==> config.mk <==
export PLATFORM = sky130hd
export DESIGN_NAME = id_pipe_stage
export DESIGN_NICKNAME = d
export VERILOG_FILES = /design/src/rtl/mips_isa_pkg.sv /design/src/rtl/regfile_2r1w.sv /design/src/rtl/id_pipe_stage.sv
export SDC_FILE = /design/constraint.sdc
export NUM_CORES = 2
export LEC_CHECK = 0
export CAP_MARGIN = 0
export CORE_ASPECT_RATIO = 1.2
export CORE_UTILIZATION = 40
export DETAILED_ROUTE_END_ITERATION = 8
export PLACE_DENSITY = 0.54
export SKIP_LAST_GASP = 1
export SYNTH_ARGS = -nofsm -noshare
export SYNTH_HDL_FRONTEND = slang
export SYNTH_SLANG_ARGS = --single-unit
export TNS_END_PERCENT = 100
==> constraint.sdc <==
create_clock -name CLK -period 6.5 [get_ports CLK]
set_input_delay 1.625 -clock CLK [delete_from_list [all_inputs] [get_ports CLK]]
set_output_delay 1.625 -clock CLK [all_outputs]
set_load 0.05 [all_outputs]
==> src/rtl/mips_isa_pkg.sv <==
// Shared MIPS ISA definitions: opcode/funct encodings, operand-select enums and
// the per-instruction decode-control bundle used by the ID stage.
package mips_isa_pkg;

  localparam int REGFILE_SIZE = 32;

  localparam logic [5:0] OP_R_FORM = 6'h00;
  localparam logic [5:0] OP_REGIMM = 6'h01;
  localparam logic [5:0] OP_J      = 6'h02;
  localparam logic [5:0] OP_JAL    = 6'h03;
  localparam logic [5:0] OP_BEQ    = 6'h04;
  localparam logic [5:0] OP_BNE    = 6'h05;
  localparam logic [5:0] OP_BLEZ   = 6'h06;
  localparam logic [5:0] OP_BGTZ   = 6'h07;
  localparam logic [5:0] OP_ADDI   = 6'h08;
  localparam logic [5:0] OP_ADDIU  = 6'h09;
  localparam logic [5:0] OP_SLTI   = 6'h0A;
  localparam logic [5:0] OP_SLTIU  = 6'h0B;
  localparam logic [5:0] OP_ANDI   = 6'h0C;
  localparam logic [5:0] OP_ORI    = 6'h0D;
  localparam logic [5:0] OP_XORI   = 6'h0E;
  localparam logic [5:0] OP_LW     = 6'h23;
  localparam logic [5:0] OP_SW     = 6'h2B;

  localparam logic [5:0] F_SLL   = 6'h00;
  localparam logic [5:0] F_SRL   = 6'h02;
  localparam logic [5:0] F_SRA   = 6'h03;
  localparam logic [5:0] F_SLLV  = 6'h04;
  localparam logic [5:0] F_SRLV  = 6'h06;
  localparam logic [5:0] F_SRAV  = 6'h07;
  localparam logic [5:0] F_JR    = 6'h08;
  localparam logic [5:0] F_JALR  = 6'h09;
  localparam logic [5:0] F_MFHI  = 6'h10;
  localparam logic [5:0] F_MTHI  = 6'h11;
  localparam logic [5:0] F_MFLO  = 6'h12;
  localparam logic [5:0] F_MTLO  = 6'h13;
  localparam logic [5:0] F_MULT  = 6'h18;
  localparam logic [5:0] F_MULTU = 6'h19;
  localparam logic [5:0] F_DIV   = 6'h1A;
  localparam logic [5:0] F_DIVU  = 6'h1B;

  typedef enum logic [1:0] {A_RS, A_RT, A_ZERO} opa_sel_e;
  typedef enum logic [1:0] {B_RT, B_RS, B_SHAMT, B_ZERO} opb_sel_e;
  typedef enum logic [1:0] {IMM_ZERO, IMM_SEXT, IMM_ZEXT} imm_sel_e;
  typedef enum logic [2:0] {DST_NONE, DST_RD, DST_RT, DST_RA, DST_RD_OR_RA} dst_sel_e;

  typedef struct packed {
    opa_sel_e opa;
    opb_sel_e opb;
    imm_sel_e imm;
    dst_sel_e dst;
    logic     uses_rs;
    logic     uses_rt;
  } decode_ctrl_t;

  // Unknown opcodes fall through to the I-form default: read rs, no imm, no write.
  function automatic decode_ctrl_t decode_ctrl(input logic [5:0] op, input logic [5:0] funct);
    decode_ctrl_t c;
    c = '{opa: A_RS, opb: B_ZERO, imm: IMM_ZERO, dst: DST_NONE, uses_rs: 1'b1, uses_rt: 1'b0};
    case (op)
      OP_R_FORM: begin
        c.opb     = B_RT;
        c.dst     = DST_RD;
        c.uses_rt = 1'b1;
        case (funct)
          F_SLL, F_SRL, F_SRA: begin
            c.opa     = A_RT;
            c.opb     = B_SHAMT;
            c.uses_rs = 1'b0;
          end
          F_SLLV, F_SRLV, F_SRAV: begin
            c.opa = A_RT;
            c.opb = B_RS;
          end
          F_MFHI, F_MFLO: begin
            c.opa     = A_ZERO;
            c.opb     = B_ZERO;
            c.uses_rs = 1'b0;
            c.uses_rt = 1'b0;
          end
          F_JR, F_MTHI, F_MTLO: begin
            c.dst     = DST_NONE;
            c.uses_rt = 1'b0;
          end
          F_JALR: begin
            c.dst     = DST_RD_OR_RA;
            c.uses_rt = 1'b0;
          end
          F_MULT, F_MULTU, F_DIV, F_DIVU: c.dst = DST_NONE;
          default: ;
        endcase
      end
      OP_J, OP_JAL: begin
        c.opa     = A_ZERO;
        c.uses_rs = 1'b0;
        c.dst     = (op == OP_JAL) ? DST_RA : DST_NONE;
      end
      OP_BEQ, OP_BNE, OP_SW: begin
        c.opb     = B_RT;
        c.uses_rt = 1'b1;
        c.imm     = IMM_SEXT;
      end
      OP_REGIMM, OP_BLEZ, OP_BGTZ: c.imm = IMM_SEXT;
      OP_ADDI, OP_ADDIU, OP_SLTI, OP_SLTIU, OP_LW: begin
        c.imm = IMM_SEXT;
        c.dst = DST_RT;
      end
      OP_ANDI, OP_ORI, OP_XORI: begin
        c.imm = IMM_ZEXT;
        c.dst = DST_RT;
      end
      default: ;
    endcase
    return c;
  endfunction

endpackage

==> src/rtl/regfile_2r1w.sv <==
// Two-read/one-write register file with r0 hardwired to zero and same-cycle
// write-through bypass on both read ports.
module regfile_2r1w #(
  parameter int XLEN = 32,
  parameter int NREG = mips_isa_pkg::REGFILE_SIZE,
  parameter int RAW  = 5
) (
  input  logic            CLK,
  input  logic            RST,
  input  logic            i_wen,
  input  logic [RAW-1:0]  i_waddr,
  input  logic [XLEN-1:0] i_wdata,
  input  logic [RAW-1:0]  i_raddr1,
  input  logic [RAW-1:0]  i_raddr2,
  output logic [XLEN-1:0] o_rdata1,
  output logic [XLEN-1:0] o_rdata2
);

  logic [XLEN-1:0] r_regs [NREG];

  always_ff @(posedge CLK) begin
    if (!RST) begin
      for (int i = 0; i < NREG; i++) r_regs[i] <= '0;
    end else if (i_wen && (i_waddr != '0)) begin
      r_regs[i_waddr] <= i_wdata;
    end
  end

  // Bypass lets an instruction read a value being written back this very cycle.
  function automatic logic [XLEN-1:0] read_port(input logic [RAW-1:0] addr);
    if (addr == '0)                   return '0;
    else if (i_wen && i_waddr == addr) return i_wdata;
    else                              return r_regs[addr];
  endfunction

  assign o_rdata1 = read_port(i_raddr1);
  assign o_rdata2 = read_port(i_raddr2);

endmodule

==> src/rtl/id_pipe_stage.sv <==
// MIPS instruction-decode stage: regfile read with bypass, immediate and
// destination decode, load-use hazard detection and a valid/ready output register.
module id_pipe_stage #(
  parameter int XLEN   = 32,
  parameter int NREG   = 32,
  parameter int RAW    = 5,
  parameter int RA_IDX = 31
) (
  input  logic            CLK,
  input  logic            RST,
  input  logic            in_valid,
  input  logic [31:0]     in_ins,
  input  logic [XLEN-1:0] in_pc4,
  output logic            in_ready,
  input  logic            wb_en,
  input  logic [RAW-1:0]  wb_addr,
  input  logic [XLEN-1:0] wb_data,
  input  logic            ex_is_load,
  input  logic [RAW-1:0]  ex_dst,
  input  logic            flush,
  output logic            out_valid,
  input  logic            out_ready,
  output logic [XLEN-1:0] out_rdata1,
  output logic [XLEN-1:0] out_rdata2,
  output logic [XLEN-1:0] out_imm,
  output logic [RAW-1:0]  out_dst,
  output logic [25:0]     out_jadr,
  output logic [5:0]      out_op,
  output logic [5:0]      out_funct,
  output logic [XLEN-1:0] out_pc4
);

  import mips_isa_pkg::*;

  logic [5:0]      w_op, w_funct;
  logic [RAW-1:0]  w_rs, w_rt, w_rd;
  logic [XLEN-1:0] w_rs_val, w_rt_val;
  logic [XLEN-1:0] w_opa, w_opb, w_imm;
  logic [RAW-1:0]  w_dst;
  decode_ctrl_t    w_ctrl;
  logic            w_hazard, w_load_slot, w_accept;

  logic            r_valid;
  logic [XLEN-1:0] r_rdata1, r_rdata2, r_imm, r_pc4;
  logic [RAW-1:0]  r_dst;
  logic [25:0]     r_jadr;
  logic [5:0]      r_op, r_funct;

  assign w_op    = in_ins[31:26];
  assign w_funct = in_ins[5:0];
  assign w_rs    = RAW'(in_ins[25:21]);
  assign w_rt    = RAW'(in_ins[20:16]);
  assign w_rd    = RAW'(in_ins[15:11]);
  assign w_ctrl  = decode_ctrl(w_op, w_funct);

  regfile_2r1w #(.XLEN(XLEN), .NREG(NREG), .RAW(RAW)) u_regfile (
    .CLK      (CLK),
    .RST      (RST),
    .i_wen    (wb_en),
    .i_waddr  (wb_addr),
    .i_wdata  (wb_data),
    .i_raddr1 (w_rs),
    .i_raddr2 (w_rt),
    .o_rdata1 (w_rs_val),
    .o_rdata2 (w_rt_val)
  );

  always_comb begin
    w_opa = '0;
    w_opb = '0;
    w_imm = '0;
    w_dst = '0;
    case (w_ctrl.opa)
      A_RS:    w_opa = w_rs_val;
      A_RT:    w_opa = w_rt_val;
      default: w_opa = '0;
    endcase
    case (w_ctrl.opb)
      B_RT:    w_opb = w_rt_val;
      B_RS:    w_opb = w_rs_val;
      B_SHAMT: w_opb = {{(XLEN-5){1'b0}}, in_ins[10:6]};
      default: w_opb = '0;
    endcase
    case (w_ctrl.imm)
      IMM_SEXT: w_imm = {{(XLEN-16){in_ins[15]}}, in_ins[15:0]};
      IMM_ZEXT: w_imm = {{(XLEN-16){1'b0}}, in_ins[15:0]};
      default:  w_imm = '0;
    endcase
    case (w_ctrl.dst)
      DST_RD:       w_dst = w_rd;
      DST_RT:       w_dst = w_rt;
      DST_RA:       w_dst = RAW'(RA_IDX);
      DST_RD_OR_RA: w_dst = (w_rd == '0) ? RAW'(RA_IDX) : w_rd;
      default:      w_dst = '0;
    endcase
  end

  // Only registers the instruction really consumes can stall it behind a load.
  assign w_hazard = ex_is_load && (ex_dst != '0) &&
                    ((w_ctrl.uses_rs && (ex_dst == w_rs)) ||
                     (w_ctrl.uses_rt && (ex_dst == w_rt)));

  assign w_load_slot = out_ready || !r_valid;
  assign in_ready    = RST && w_load_slot && !w_hazard && !flush;
  assign w_accept    = in_valid && in_ready;

  // Flush kills the stage even under back-pressure; an empty accept slot is a bubble.
  always_ff @(posedge CLK) begin
    if (!RST) begin
      r_valid  <= 1'b0;
      r_rdata1 <= '0;
      r_rdata2 <= '0;
      r_imm    <= '0;
      r_dst    <= '0;
      r_jadr   <= '0;
      r_op     <= '0;
      r_funct  <= '0;
      r_pc4    <= '0;
    end else if (flush) begin
      r_valid <= 1'b0;
    end else if (w_load_slot) begin
      r_valid <= w_accept;
      if (w_accept) begin
        r_rdata1 <= w_opa;
        r_rdata2 <= w_opb;
        r_imm    <= w_imm;
        r_dst    <= w_dst;
        r_jadr   <= in_ins[25:0];
        r_op     <= w_op;
        r_funct  <= w_funct;
        r_pc4    <= in_pc4;
      end
    end
  end

  assign out_valid  = r_valid;
  assign out_rdata1 = r_rdata1;
  assign out_rdata2 = r_rdata2;
  assign out_imm    = r_imm;
  assign out_dst    = r_dst;
  assign out_jadr   = r_jadr;
  assign out_op     = r_op;
  assign out_funct  = r_funct;
  assign out_pc4    = r_pc4;

endmodule

## Word-level counts from Yosys, hierarchy flattened

Memory sizes are Yosys's and may differ from the RTL's.
Cells that the tools add are included.

| operators by class | value |
|---|---|
| equal/unequal tests | 44 |
| multiplexer cells | 27 |
| bitwise logic cells | 2 |
| reductions and logical operators | 39 |

Operators with widths:

| kind | count |
|---|---|
| 2-to-1 mux 32 bit | 5 |
| one-hot mux 32 bit (2 select lines) | 2 |
| one-hot mux 32 bit (3 select lines) | 1 |
| equality test 6 x 4 -> 1 bit, second input constant | 9 |
| equality test 6 x 5 -> 1 bit, second input constant | 8 |
| equality test 6 x 3 -> 1 bit, second input constant | 7 |
| OR reduction 32 bit | 1 |
| equality test 6 x 2 -> 1 bit, second input constant | 4 |
| equality test 5 bit | 4 |
| one-hot mux 5 bit (4 select lines) | 1 |
| zero test 5 bit | 3 |
| equality test 6 bit, second input constant | 2 |
| zero test 6 bit | 2 |
| one-hot mux 2 bit (2 select lines) | 3 |
| one-hot mux 4 bit (3 select lines) | 1 |
| OR reduction 3 bit | 4 |
| logical AND 1 bit | 11 |
| OR reduction 11 bit | 1 |
| 2-to-1 mux 5 bit | 2 |
| nonzero test 5 bit | 2 |
| one-hot mux 3 bit (3 select lines) | 1 |
| OR reduction 8 bit | 1 |
| 2-to-1 mux 1 bit | 7 |
| OR reduction 7 bit | 1 |
| other kinds (17) | 29 |

| storage, ports and cells | value |
|---|---|
| register bits | 172 |
| bits in writable memories | 1024 |
| input bits | 113 |
| output and inout port bits | 173 |
| word-level logic and storage cells | 122 |
| memories kept | 1 |

Memory list:

| memory | depth | bits a word | read ports | clocked after Yosys merged registers in | wr ports | RTL line | text |
|---|---|---|---|---|---|---|---|
| u_regfile.r_regs | 32 | 32 | 2 | 0 | 32 | regfile_2r1w.sv:19 | `logic [XLEN-1:0] r_regs [NREG];` |

## Longest topological paths before layout

| logic depth | value |
|---|---|
| depth after elaboration | 12 |
| gate-level depth with buffers | 13 |
| mapped depth without buffers | 10 |

## Modules after synthesis

Synthesis repeated with hierarchy kept, for this count alone.

| second synthesis, totals | value |
|---|---|
| cells, all modules | 4506 |
| area, all modules | 62474.9 µm² |

Modules (own cells, without submodules):

| module | times used | cells each | area each (µm²) | sequential area each (µm²) |
|---|---|---|---|---|
| regfile_2r1w | 1 | 3707 | 54945.2 | 30749.5 |
| id_pipe_stage | 1 | 799 | 7529.7 | 3022.9 |

## Worst setup path before layout

Ideal clock, no wire load.

| path | value |
|---|---|
| path kind | input port to flip-flop |
| start | in wb_addr[2] |
| end | mem u_regfile.r_regs[12][0], enable pin |
| setup time | 0.466 ns |
| arrival time | 4.990 ns |
| required time | 6.034 ns |
| path slack | 1.045 ns |
| stages on the path | 7 |
| buffers on the path | 4 |
| path through | buf_2 or3_1 clkbuf_1 nand2_1 clkbuf_1 clkbuf_1 o21ai_0 |

RTL lines:

| what | RTL line | text |
|---|---|---|
| start, declared | id_pipe_stage.sv:16 | `input logic [RAW-1:0] wb_addr,` |
| end, declared | regfile_2r1w.sv:19 |  |

## Worst setup path after layout

| path | value |
|---|---|
| start | in ex_dst[1] |
| end | out in_ready |

| on the way | value |
|---|---|
| longest elaborated chain between the ends | 7 |
| elaborated cells between the ends (all ways) | 11 |
| those cells by class | 2 x eq/ne; 9 x reduce/logical |

Ends and longest elaborated chain:

| what | RTL line | text |
|---|---|---|
| start, declared | id_pipe_stage.sv:19 | `input logic [RAW-1:0] ex_dst,` |
| equality test 5 bit, on equally long branches | id_pipe_stage.sv:100, id_pipe_stage.sv:101 |  |
| logical AND 1 bit, on equally long branches | id_pipe_stage.sv:100, id_pipe_stage.sv:101 |  |
| logical OR 1 bit | id_pipe_stage.sv:100 | `((w_ctrl.uses_rs && (ex_dst == w_rs)) \|\|` |
| logical AND 1 bit * | id_pipe_stage.sv:99 | `assign w_hazard = ex_is_load && (ex_dst != '0) &&` |
| zero test 1 bit * | id_pipe_stage.sv:104 | `assign in_ready = RST && w_load_slot && !w_hazard && !flush;` |
| logical AND 1 bit * (2 in a row) | id_pipe_stage.sv:104 |  |
| end, declared | id_pipe_stage.sv:14 | `output logic in_ready,` |

Every way passes the cells marked *; elsewhere a longest branch is shown, timed or not.

==> run metrics <==
Sink Count 1,175; unrepaired setup endpoints after global routing no; Hold Crit Class reg -> reg; Mapped Area 61,930 µm²; initial core utilization 0.4042; Remaining DRCs 0; Power, Total 18,800 µW; most frequent cells in the layout edfxtp_1, and2_1, mux4_2; Avg Synthesized Cell Area 13.50 µm²; TritonRoute pass-1 iters 9; Pwr Density 262.2 nW/µm²; Setup Buffers After CTS 0; Netlist cell types 91; final count of hold timing violations 0; GRT Total Usage 0.3310; H-tree depth 4; Vias/cell 6.422; status finished, final reports clean; Post-Synthesis Cells 4,587; starting DRC count in detailed routing 6,113; die width 361.2 µm; Final Skew 0.01889 ns; Setup WS post-layout 0.9439 ns; worst-margin pin slew 1.294 ns; Antenna Nets Post-Route 0; Num CTS Buffers 131; Die H 433.0 µm; Placer Congestion 0.9151; EDFF count, synth 1,024; final wirelength 260,100 µm; vias in the first global route 42.90k; reg2reg start u_regfile.r_regs[31][6]$_SDFFCE_PN0P_; slew margin rel. 0.1349; share of cells above drive strength 1 0.1972; Synth Flop Type edfxtp_1; Post-CTS Hold Buffers 0; minimum clock period 5.556 ns; Crit. End Element output port; Max Slew Vio Count 0; initial antenna violation count 47; Worst VDD drop 0.1690 mV; CP Data Required Time 4.88 ns; # rows 157; worst-path maximum fanout 3; Die ar. 156,400 µm²; worst slack at placement 0.9247 ns; largest net degree at the start of global routing 81; I/O pin total 286; sequential area share after synthesis 0.5453; post-synth top area share 0.4965; commonest non-fill, non-tap cell in the layout edfxtp_1; CP Launch Type input port; fmax 180.0 MHz; Synth area leader edfxtp_1; CTS root buffer clkbuf_16; port bufs 285; final setup violating endpoints 0; synth top area cells edfxtp_1, mux4_2, and2_1, dfxtp_1, mux2i_1; Pleak 0.02476 µW; core footprint 153,200 µm²; Area Overhead vs Synth 15.77%; max_cap viols 0; Crit Reg-Reg Endpoint out_rdata1[6]$_SDFFE_PN0P_; Yosys Warn Count 0; CP arrival 3.93 ns; first-pass GRT wire length 355,200 µm; Final nets 4,878; crit path launch ex_dst[1]; R2R depth 7; cts repair resizes 0; HPWL after DPL 166,500 µm; WL per Instance 37.87 µm; setup tns final 0 ns; Hold Path End out_imm[9]$_SDFFE_PN0P_; via count 44.11k; Worst-path clk slew 0.06 ns; CTS Buffer Depth 3; register-to-register setup slack 3.08 ns; Post-synth ARST share 0; Hold Path Depth 2; Worst Min Path Start out_imm[9]$_SDFFE_PN0P_; post-synthesis register bit count 1,175; Worst-Skew Late Latency 0.79 ns; GR Overflow Total 0; final worst path period share 0.8548; CTS tree done; kind of critical path in -> out
-- worst max-delay path, cell delays in order --
cell	delay, ns
clkdlybuf4s50_1	0.47
or4_1	0.53
o21ai_1	0.24
nor4_2	0.08
buf_4	0.21
a22oi_4	0.20
and2_1	0.37
buf_12	0.19
-- registers in the layout, summed over array words and instances (netlist names) --
name / flops
out_dst: 5
out_rdata1: 32
out_rdata2: 32
out_op: 6
out_pc4: 32
u_regfile.r_regs: 1024
out_jadr: 26
out_valid: 1
out_imm: 17
-- per-stage QoR --
stage	hold slack, ns	cells	util	cell area [µm²]
floorplan	0.6675	4618	-	62050
global placement	0.4387	6617	0.4405	67500
detailed placement	0.4461	6617	0.4405	67500
CTS	0.4542	6849	0.4676	71650
global route	0.4694	6859	0.4678	71670
finish	0.4499	6869	0.4679	71700
-- layer usage --
layer	wire length, µm	global-route usage
met5	73	0
met4	13490	0.1641
met3	29790	0.08840
met2	122000	0.5280
met1	94710	0.4158
-- cells in the mapped netlist (11+ instances only) --
master / count
nand2_1: 228
xnor2_1: 16
a31oi_1: 12
o21ai_1: 14
and2_1: 969
nor2_1: 117
edfxtp_1: 1024
mux4_2: 414
a22oi_1: 35
buf_6: 33
a22o_1: 15
o21ai_0: 98
nor3_1: 67
nor2b_1: 13
a221oi_1: 54
o22ai_1: 65
a211oi_1: 32
buf_2: 94
a221o_1: 48
mux2i_1: 255
dfxtp_1: 151
buf_4: 57
o221ai_1: 30
a21oi_1: 195
clkbuf_1: 287
mux2_2: 16
inv_1: 14
nand3_1: 30
buf_1: 14
a2bb2oi_1: 11
-- how the worst max path moves through the flow --
stage                                             to  slack, ns  cells past startpoint
2_1_floorplan  u_regfile.r_regs[12][0]$_SDFFCE_PN0P_       1.04                      7
3_3_place_gp                                in_ready       0.92                      8
3_5_place_dp                                in_ready       0.92                      8
4_1_cts                                     in_ready       0.92                      8
5_1_grt                                     in_ready       0.80                      6
6_report                                    in_ready       0.94                      8
-- power by group --
part           total [µW]  switching (µW)  internal (µW)
sequential           8800             209           8590
combinational        2560            1620            937
clock                7440            3170           4280
-- area by class of cell --
type / instances / area, µm²
diodes: 20 / 50.05
clock buffers: 174 / 3637
clock inverters: 58 / 510.5
fillers: 13440 / 81530
inverters: 17 / 68.82
multi-input cells: 2928 / 26270
flip-flops and latches: 1175 / 33770
well taps: 1987 / 2486
repair buffers: 510 / 4900
-- logic make-up after synthesis --
| family | Yosys count | synth area share |
|---|---|---|
| AND/OR/NAND/NOR | 1496 | 0.1365 |
| flip-flops | 1175 | 0.5453 |
| AO/OA/AOI/OAI | 693 | 0.07703 |
| multiplexers | 685 | 0.1947 |
| buffers and inverters | 515 | 0.04317 |
| XOR/XNOR | 20 | 0.002828 |
| adder cells (fa/ha/maj) | 2 | 0.0004040 |
| other | 1 | 0.00006055 |
Power figures use the tool's default switching activity.
